`src/rtl/axis_join_pkg.sv`:
```
// Shared types for the first/end stream join path.
package axis_join_pkg;

  typedef enum logic {S_FIRST, S_END} join_state_e;

  localparam int unsigned SkidDepth = 2;

endpackage

```
`src/rtl/axis_skid_buf2.sv`:
```
// Two-entry output skid buffer; in_ready comes only from the registered fill level.
module axis_skid_buf2
  import axis_join_pkg::*;
#(
  parameter int unsigned W = 9
) (
  input  logic         clock,
  input  logic         rst,
  input  logic [W-1:0] in_data,
  input  logic         in_valid,
  output logic         in_ready,
  output logic [W-1:0] out_data,
  output logic         out_valid,
  input  logic         out_ready
);

  logic [W-1:0] mem_q [SkidDepth];
  logic [W-1:0] mem_d [SkidDepth];
  logic         wr_q, wr_d, rd_q, rd_d;
  logic [1:0]   cnt_q, cnt_d;
  logic         push, pop;

  assign in_ready  = (cnt_q != 2'd2);
  assign out_valid = (cnt_q != 2'd0);
  assign out_data  = mem_q[rd_q];
  assign push      = in_valid & in_ready;
  assign pop       = out_valid & out_ready;

  always_comb begin
    mem_d = mem_q;
    wr_d  = wr_q;
    rd_d  = rd_q;
    cnt_d = cnt_q;
    if (push) begin
      mem_d[wr_q] = in_data;
      wr_d        = ~wr_q;
    end
    if (pop) rd_d = ~rd_q;
    unique case ({push, pop})
      2'b10:   cnt_d = cnt_q + 2'd1;
      2'b01:   cnt_d = cnt_q - 2'd1;
      default: cnt_d = cnt_q;
    endcase
  end

  always_ff @(posedge clock) begin
    mem_q <= mem_d;
    if (rst) begin
      wr_q  <= 1'b0;
      rd_q  <= 1'b0;
      cnt_q <= 2'd0;
    end else begin
      wr_q  <= wr_d;
      rd_q  <= rd_d;
      cnt_q <= cnt_d;
    end
  end

endmodule

```
`src/rtl/common_fifo.sv`:
```
// Synchronous FIFO, power-of-2 depth; a write into a full FIFO is accepted when a read happens too.
module common_fifo #(
  parameter int unsigned DEPTH = 4,
  parameter int unsigned DSIZE = 8
) (
  input  logic             clock,
  input  logic             rst,
  input  logic             wr_en,
  input  logic [DSIZE-1:0] wr_data,
  output logic             full,
  input  logic             rd_en,
  output logic [DSIZE-1:0] rd_data,
  output logic             empty
);

  localparam int unsigned AW = (DEPTH > 1) ? $clog2(DEPTH) : 1;

  logic [DSIZE-1:0] mem_q [DEPTH];
  logic [DSIZE-1:0] mem_d [DEPTH];
  logic [AW-1:0]    wr_ptr_q, wr_ptr_d, rd_ptr_q, rd_ptr_d;
  logic [AW:0]      cnt_q, cnt_d;
  logic             do_wr, do_rd;

  assign full    = (cnt_q == (AW+1)'(DEPTH));
  assign empty   = (cnt_q == '0);
  assign rd_data = mem_q[rd_ptr_q];
  assign do_rd   = rd_en & ~empty;
  assign do_wr   = wr_en & (~full | do_rd);

  always_comb begin
    mem_d    = mem_q;
    wr_ptr_d = wr_ptr_q;
    rd_ptr_d = rd_ptr_q;
    cnt_d    = cnt_q;
    if (do_wr) begin
      mem_d[wr_ptr_q] = wr_data;
      wr_ptr_d        = wr_ptr_q + AW'(1);
    end
    if (do_rd) rd_ptr_d = rd_ptr_q + AW'(1);
    unique case ({do_wr, do_rd})
      2'b10:   cnt_d = cnt_q + (AW+1)'(1);
      2'b01:   cnt_d = cnt_q - (AW+1)'(1);
      default: cnt_d = cnt_q;
    endcase
  end

  always_ff @(posedge clock) begin
    mem_q <= mem_d;
    if (rst) begin
      wr_ptr_q <= '0;
      rd_ptr_q <= '0;
      cnt_q    <= '0;
    end else begin
      wr_ptr_q <= wr_ptr_d;
      rd_ptr_q <= rd_ptr_d;
      cnt_q    <= cnt_d;
    end
  end

endmodule

```
`src/rtl/axis_join_channel.sv`:
```
// Joins a first packet and its end packet into one stream packet and queues the first-part length.
module axis_join_channel
  import axis_join_pkg::*;
#(
  parameter int unsigned DSIZE     = 8,
  parameter int unsigned LSIZE     = 16,
  parameter int unsigned LEN_DEPTH = 4
) (
  input  logic             clock,
  input  logic             rst,
  input  logic [DSIZE-1:0] first_tdata,
  input  logic             first_tvalid,
  output logic             first_tready,
  input  logic             first_tlast,
  input  logic [DSIZE-1:0] end_tdata,
  input  logic             end_tvalid,
  output logic             end_tready,
  input  logic             end_tlast,
  output logic [DSIZE-1:0] out_tdata,
  output logic             out_tvalid,
  input  logic             out_tready,
  output logic             out_tlast,
  output logic [LSIZE-1:0] len_tdata,
  output logic             len_tvalid,
  input  logic             len_tready,
  output logic             len_ovf
);

  join_state_e      state_q, state_d;
  logic [LSIZE-1:0] first_cnt_q, first_cnt_d, cnt_inc;
  logic             len_ovf_q, len_ovf_d;
  logic             skid_rdy, len_full, len_empty, len_pop, len_push;
  logic             first_hs, end_hs;
  logic [DSIZE:0]   skid_in;

  assign len_tvalid = ~len_empty;
  assign len_pop    = len_tvalid & len_tready;
  assign len_ovf    = len_ovf_q;

  // A last beat may only enter once its length has a FIFO slot (a same-cycle pop frees one).
  assign first_tready = ~rst & (state_q == S_FIRST) & skid_rdy
                      & ~(first_tlast & len_full & ~len_pop);
  assign end_tready   = ~rst & (state_q == S_END) & skid_rdy;
  assign first_hs     = first_tvalid & first_tready;
  assign end_hs       = end_tvalid & end_tready;

  assign cnt_inc  = (&first_cnt_q) ? first_cnt_q : first_cnt_q + LSIZE'(1);
  assign len_push = first_hs & first_tlast;
  assign skid_in  = (state_q == S_END) ? {end_tlast, end_tdata} : {1'b0, first_tdata};

  always_comb begin
    state_d     = state_q;
    first_cnt_d = first_cnt_q;
    len_ovf_d   = len_ovf_q;
    if (first_hs) begin
      if (&first_cnt_q) len_ovf_d = 1'b1;
      first_cnt_d = first_tlast ? '0 : cnt_inc;
      if (first_tlast) state_d = S_END;
    end
    if (end_hs && end_tlast) state_d = S_FIRST;
  end

  always_ff @(posedge clock) begin
    if (rst) begin
      state_q     <= S_FIRST;
      first_cnt_q <= '0;
      len_ovf_q   <= 1'b0;
    end else begin
      state_q     <= state_d;
      first_cnt_q <= first_cnt_d;
      len_ovf_q   <= len_ovf_d;
    end
  end

  axis_skid_buf2 #(
    .W (DSIZE + 1)
  ) u_skid (
    .clock     (clock),
    .rst       (rst),
    .in_data   (skid_in),
    .in_valid  (first_hs | end_hs),
    .in_ready  (skid_rdy),
    .out_data  ({out_tlast, out_tdata}),
    .out_valid (out_tvalid),
    .out_ready (out_tready)
  );

  common_fifo #(
    .DEPTH (LEN_DEPTH),
    .DSIZE (LSIZE)
  ) u_len_fifo (
    .clock   (clock),
    .rst     (rst),
    .wr_en   (len_push),
    .wr_data (cnt_inc),
    .full    (len_full),
    .rd_en   (len_pop),
    .rd_data (len_tdata),
    .empty   (len_empty)
  );

endmodule

```
`config.mk`:
```
export PLATFORM = sky130hd
export DESIGN_NAME = axis_join_channel
export DESIGN_NICKNAME = d
export VERILOG_FILES = /design/src/rtl/axis_join_pkg.sv /design/src/rtl/axis_skid_buf2.sv /design/src/rtl/common_fifo.sv /design/src/rtl/axis_join_channel.sv
export SDC_FILE = /design/constraint.sdc
export NUM_CORES = 1
export LEC_CHECK = 0
export BUFFER_PORTS_ARGS = -buffer_cell sky130_fd_sc_hd__clkbuf_2
export CORE_MARGIN = 4
export CORE_UTILIZATION = 45
export DETAILED_ROUTE_END_ITERATION = 10
export MAX_ROUTING_LAYER = met4
export PLACE_DENSITY_LB_ADDON = 0.08
export SETUP_SLACK_MARGIN = 0.1
export SYNTH_ARGS = -nofsm -noshare
export SYNTH_HDL_FRONTEND = slang
export SYNTH_SLANG_ARGS = --single-unit
```
`constraint.sdc`:
```
create_clock -name clock -period 3 [get_ports clock]
set_clock_uncertainty 0.15 [all_clocks]
set_input_delay 0.3 -clock clock [delete_from_list [all_inputs] [get_ports clock]]
set_output_delay 0.3 -clock clock [all_outputs]
set_load 0.05 [all_outputs]
```
## Yosys cells after proc, flatten, opt, wreduce, memory -nomap -nowiden

Index checks and enable logic that the tools add are counted.

- Flip-flop bits (word level): 111
- Input bits: 24
- Output and inout port bits: 30
- Logic and storage cells: 91

- Add/sub/neg operators: 7
- Magnitude comparators: 6
- Equality and inequality tests: 6
- Multiplexer cells: 17
- Bitwise operators: 29
- Reductions and logical operators: 11

Operators by type and width:

| kind | number |
|---|---|
| $mux 16 | 5 |
| $bwmux 64 | 1 |
| $mux 9 | 5 |
| $bmux 16 s2 | 1 |
| $demux 16 s2 | 1 |
| $bwmux 18 | 1 |
| $reduce_and 17->1 | 1 |
| $add 16x1->16 const B | 1 |
| $reduce_and 16->1 | 1 |
| $and 1x1->1 | 15 |
| $demux 9 s1 | 1 |
| $not 1->1 | 8 |
| $add 2x1->2 const B | 3 |
| $ge 3x3->1 const B | 2 |
| $not 2->3 | 2 |
| $pmux 3 s2 | 1 |
| $reduce_bool 2->1 | 3 |
| $eq 2x1->1 const B | 2 |
| $eq 2x2->1 const B | 2 |
| $ge 2x2->1 const B | 2 |
| $not 1->2 | 2 |
| $pmux 2 s2 | 1 |
| $add 3x1->3 const B | 1 |
| $eq 3x3->1 const B | 1 |
| other kinds (10) | 13 |

## Depth between registers and ports, before layout

- Depth after elaboration: 12
- Mapped depth: 9
- Gate-level depth less buffers: 9

## By module

A second synthesis with hierarchy kept.

- Cell total of the unflattened synthesis: 358
- Area, all modules: 5,112.4 sq um

Modules (own cells, without submodules):

| module | instances | cells an instance | area each (sq um) | sequential area each (sq um) |
|---|---|---|---|---|
| common_fifo | 1 | 135 | 2,825.2 | 2,062.0 |
| axis_join_channel | 1 | 173 | 1,441.4 | 360.3 |
| axis_skid_buf2 | 1 | 50 | 845.8 | 620.6 |

## Worst setup path before layout

OpenSTA, ideal clock, no wires.

- Path kind: register to register
- Start point: register u_len_fifo.cnt_q[0]
- End point: register u_len_fifo.cnt_q[2]
- Library setup time: 70 ps
- Arrival time: 2,187 ps
- Data required time: 2,780 ps
- Slack: 593 ps
- Stages on the path, launching flop included: 10
- Path buffers: 0
- Clock period less this slack: 2,407 ps
- Cell sequence: dfxtp_1 > nor4b_1 > a211oi_1 > nand3_1 > ha_1 > inv_1 > fa_1 > xor2_1 > or3_1 > a21oi_1

- Word-level cells in the longest chain between the ends: 12
- Elaborated cells on any way between the ends: 21
- Classes of those cells: add/sub: 2; eq/ne: 3; mux: 1; bitwise: 13; reduce/logical: 2

RTL lines:

| element | line | text |
|---|---|---|
| from (decl) | common_fifo.sv:21 | `logic [AW:0] cnt_q, cnt_d;` |
| from (signal assigned) | common_fifo.sv:56 | `cnt_q <= cnt_d;` |
| $logic_not 3->1 | common_fifo.sv:25 | `assign empty = (cnt_q == '0);` |
| $not 1->1 | common_fifo.sv:27, axis_join_channel.sv:36 |  |
| $and 1x1->1 | axis_join_channel.sv:37 | `assign len_pop = len_tvalid & len_tready;` |
| $not 1->1 | axis_join_channel.sv:42 | `& ~(first_tlast & len_full & ~len_pop);` |
| $and 1x1->1 | axis_join_channel.sv:42 |  |
| $not 1->1 | axis_join_channel.sv:42 |  |
| $and 1x1->1 | axis_join_channel.sv:42 |  |
| $and 1x1->1 | axis_join_channel.sv:44 | `assign first_hs = first_tvalid & first_tready;` |
| $and 1x1->1 | axis_join_channel.sv:48 | `assign len_push = first_hs & first_tlast;` |
| $and 1x1->1 | common_fifo.sv:28 | `assign do_wr = wr_en & (~full \| do_rd);` |
| $eq 2x1->1 / $eq 2x2->1 (equally long branches) | common_fifo.sv:40 | `unique case ({do_wr, do_rd})` |
| $pmux 3 s2 / $reduce_bool 2->1 (equally long branches) | -- |  |

Parallel ways exist; a longest one is shown, timed or not.
A chain may end at the register's enable or synchronous reset.

## Final worst setup path

Same ends and word-level chain as after synthesis.

==> flow_metrics.py <==
metrics = {
    "run_status": {
        "status": "completed",
    },
    "sta": {
        "min_period_ps": 2530,
        "finalHoldViolations": 0,
        "setup_ws_ps": 467,
        "grt_setup_unrepaired": "false",
        "min_period_over_period_pct": 84.4,
        "finalMaxSlewViolations": 0,
        "setup_viol": 0,
        "max-slew-margin-rel_pct": 67.1,
        "finalSetupTns_ps": 0,
        "worst_slew_pin_slew_ps": 493,
        "max_clock_freq_mhz": 395,
        "hold_ws_ps": 99.3,
    },
    "setup_path": {
        "rr_worst_depth": 9,
        "cp_max_fo": 4,
        "critical-path-max-stage-delay_ps": 370,
        "r2r_end": "u_len_fifo.cnt_q[2]$_SDFFE_PP0P_",
        "crit_type": "flop to flop",
        "start_kind": "flop",
        "critical_path.top_delay_family": "simple AND/OR/NAND/NOR gates",
        "end_kind": "flop",
        "r2r_start": "u_len_fifo.cnt_q[0]$_SDFFE_PP0P_",
        "cp_cell_sequence": "nor4b_2, a211oi_1, nand3_1, ha_1, inv_1, fa_1, xor2_1, or3_1, a21oi_1",
        "crit_buf_inv": 1,
        "cp-startpoint": "u_len_fifo.cnt_q[0]$_SDFFE_PP0P_",
        "r2r_slack_ps": 470,
        "critPathCapture": "u_len_fifo.cnt_q[2]$_SDFFE_PP0P_",
        "crit_cells": 9,
        "arrival_ps": 2690,
        "cp.required_ps": 3150,
        "crit_slowest_cell": "fa_1",
    },
    "global_route": {
        "grt-ovfl-total": 0,
        "grt_max_degree": 19,
        "antenna_found_initial": 0,
        "grt_pass1_wl_mm": 15.6,
        "grt_pass1_vias": 2978,
        "groute.usage.overall_pct": 16.0,
    },
    "yosys": {
        "synth-seq-cells": 111,
        "synth_most_common_cell": "edfxtp_1",
        "synth_seq_area_share_pct": 61.6,
        "syn_nets": 389,
        "synth_xor_xnor_area_share_pct": 3.37,
        "muxShareOfSynthArea_pct": 12.1,
        "yosys.area_share.simple_pct": 10.0,
        "syn_area_per_cell_um2": 13.8,
        "ys_warn_count": 0,
        "synth_compound_area_share_pct": 7.17,
        "synth_cells": 357,
        "synthAdderAreaFrac_pct": 2.18,
        "synth-edff-count": 82,
        "netlist.area_leader.share_pct": 49.9,
        "synth_cell_type_count": 47,
        "netlist_area_um2": 4940,
        "ys.flop_type": "edfxtp_1",
        "ys_async_sr_fraction_pct": 0,
        "synth_commonest_cells": "edfxtp_1, dfxtp_1, nor2_1, mux2_2",
        "yosys.area.top_type": "edfxtp_1",
        "yosys-top-cells-area": "edfxtp_1, dfxtp_1, mux4_2, mux2_2, xnor2_1",
        "synth_top_family_by_area": "multiplexers",
    },
    "placed_design": {
        "place.gp.congestion": 0.819,
        "dp.cells": 537,
        "place_ws_ps": 287,
        "postPlaceCellArea_um2": 5340,
        "dp_hpwl_mm": 6.53,
        "portBuffers": 53,
    },
    "final_layout": {
        "multi_input_area_um2": 1730,
        "area.sequential_um2": 3040,
        "syn2layout_area_growth_pct": 11.8,
        "nets": 444,
        "diodes": 0,
        "fin_area_um2": 5520,
        "instances_no_fill": 553,
        "drive_above_1_share_pct": 29.5,
        "final_util_pct": 52.5,
        "fillCellCount": 920,
    },
    "floorplanning": {
        "dieArea_um2": 12700,
        "chipWidth_um": 113,
        "io_pins": 54,
        "core_um2": 10500,
        "start_util_pct": 47.0,
        "die_h_um": 113,
        "rows": 37,
    },
    "routing": {
        "drt-initial-drc-count": 178,
        "drc_errors": 0,
        "wl_mm": 9.55,
        "via_per_inst": 5.41,
        "firstDrtPassIters": 4,
        "wl_per_cell_um": 17.3,
        "ant_nets": 0,
        "vias": 2989,
    },
    "pwr": {
        "leakagePower_nw": 1.97,
        "powerDensity_nw_per_um2": 673,
        "vdd_drop_max_mv": 0.426,
        "power_mw": 3.71,
    },
    "cts": {
        "cts_tree": "built",
        "cts_max_level": 3,
        "clockRootBuffer": "clkbuf_8",
        "cts_setup_buffers": 0,
        "numClockSinks": 111,
        "cts_buffers": 9,
        "clock_path_buffers": 2,
        "path_clk_slew_ps": 100,
        "clk_latency_ps": 360,
    },
    "hold_path": {
        "min_path_type": "primary input to flop",
    },
    "job": {
        "drv_cap": 0,
    },
}
-- power by group --
part,switching [mW],internal (mW),total [mW]
logic,0.740,0.375,1.11
clock network,0.481,0.326,0.808
registers,0.0647,1.72,1.79
total,1.29,2.43,3.71
-- cells in the final DEF, fill, tap and decap left out, drive strengths merged, types with 2 or more instances in the layout --
master	netlist	final
edfxtp	82	82
clkbuf	10	64
dfxtp	29	29
nor2	21	21
mux2	19	19
o21ai	18	18
a21oi	16	16
nand2	16	16
mux4	16	16
buf	13	14
nand3	12	12
xnor2	12	12
inv	9	11
and3	9	9
and2	8	8
nand4	8	8
xor2	7	7
ha	7	7
a31oi	7	7
or3	5	5
o31ai	5	5
nor2b	4	4
a41oi	4	4
clkinv	0	3
or2	3	3
nand2b	2	2
and4	2	2
mux2i	2	2
o22ai	2	2
-- tightest hold or removal path: stages --
cell and delay, ps:
clkbuf_2 80, nand3_1 60, nand2_1 70, a21oi_1 60
-- sequential cells by signal (all words and copies together), names as in the netlist --
register / cells
u_len_fifo.mem_q: 64
u_skid.mem_q: 18
first_cnt_q: 16
u_len_fifo.cnt_q: 3
u_len_fifo.rd_ptr_q: 2
u_len_fifo.wr_ptr_q: 2
u_skid.cnt_q: 2
len_ovf: 1
state_q: 1
u_skid.rd_q: 1
u_skid.wr_q: 1
-- worst min-delay path by stage --
stage                                   end  slack [ps]  depth (start not counted)                          from
3_5_place_dp           len_ovf$_SDFFE_PP0P_         320                          2          len_ovf$_SDFFE_PP0P_
6_report               state_q$_SDFFE_PP0P_         100                          4                    end_tvalid
3_3_place_gp           len_ovf$_SDFFE_PP0P_         310                          2          len_ovf$_SDFFE_PP0P_
2_1_floorplan  u_skid.cnt_q[1]$_SDFFE_PP0P_         310                          2  u_skid.cnt_q[1]$_SDFFE_PP0P_
5_1_grt           u_skid.mem_q[0]$_DFFE_PP_          90                          2                  end_tdata[0]
4_1_cts           u_skid.mem_q[0]$_DFFE_PP_          80                          2                first_tdata[0]
-- routing by layer --
metal	routed length (um)	part of all wire (%)	global-route usage (%)
met5	0	0	-
met4	132	1.4	5.53
met3	338	3.5	2.19
met2	4510	47	23.9
met1	4570	48	22.7
-- layout make-up --
cell class | count | area share (%)
Timing Repair Buffer | 67 | 6.71
Tap cell | 136 | 3.08
Multi-Input combinational cell | 214 | 31.3
Inverter | 9 | 0.612
Clock buffer | 11 | 2.56
Clock inverter | 5 | 0.567
Sequential cell | 111 | 55.1
-- logic make-up after synthesis --
group / after synthesis
compound gates: 57
xor+xnor: 19
fa+ha+maj: 8
buf+inv: 32
flops: 111
mux: 37
simple gates: 93
-- repair_timing --
action / CTS / global route
hold buffers: 0 / 0
endpoints found under the setup margin: 0 / 1
gates resized for setup: 0 / 1
Power figures use the tool's default switching activity.
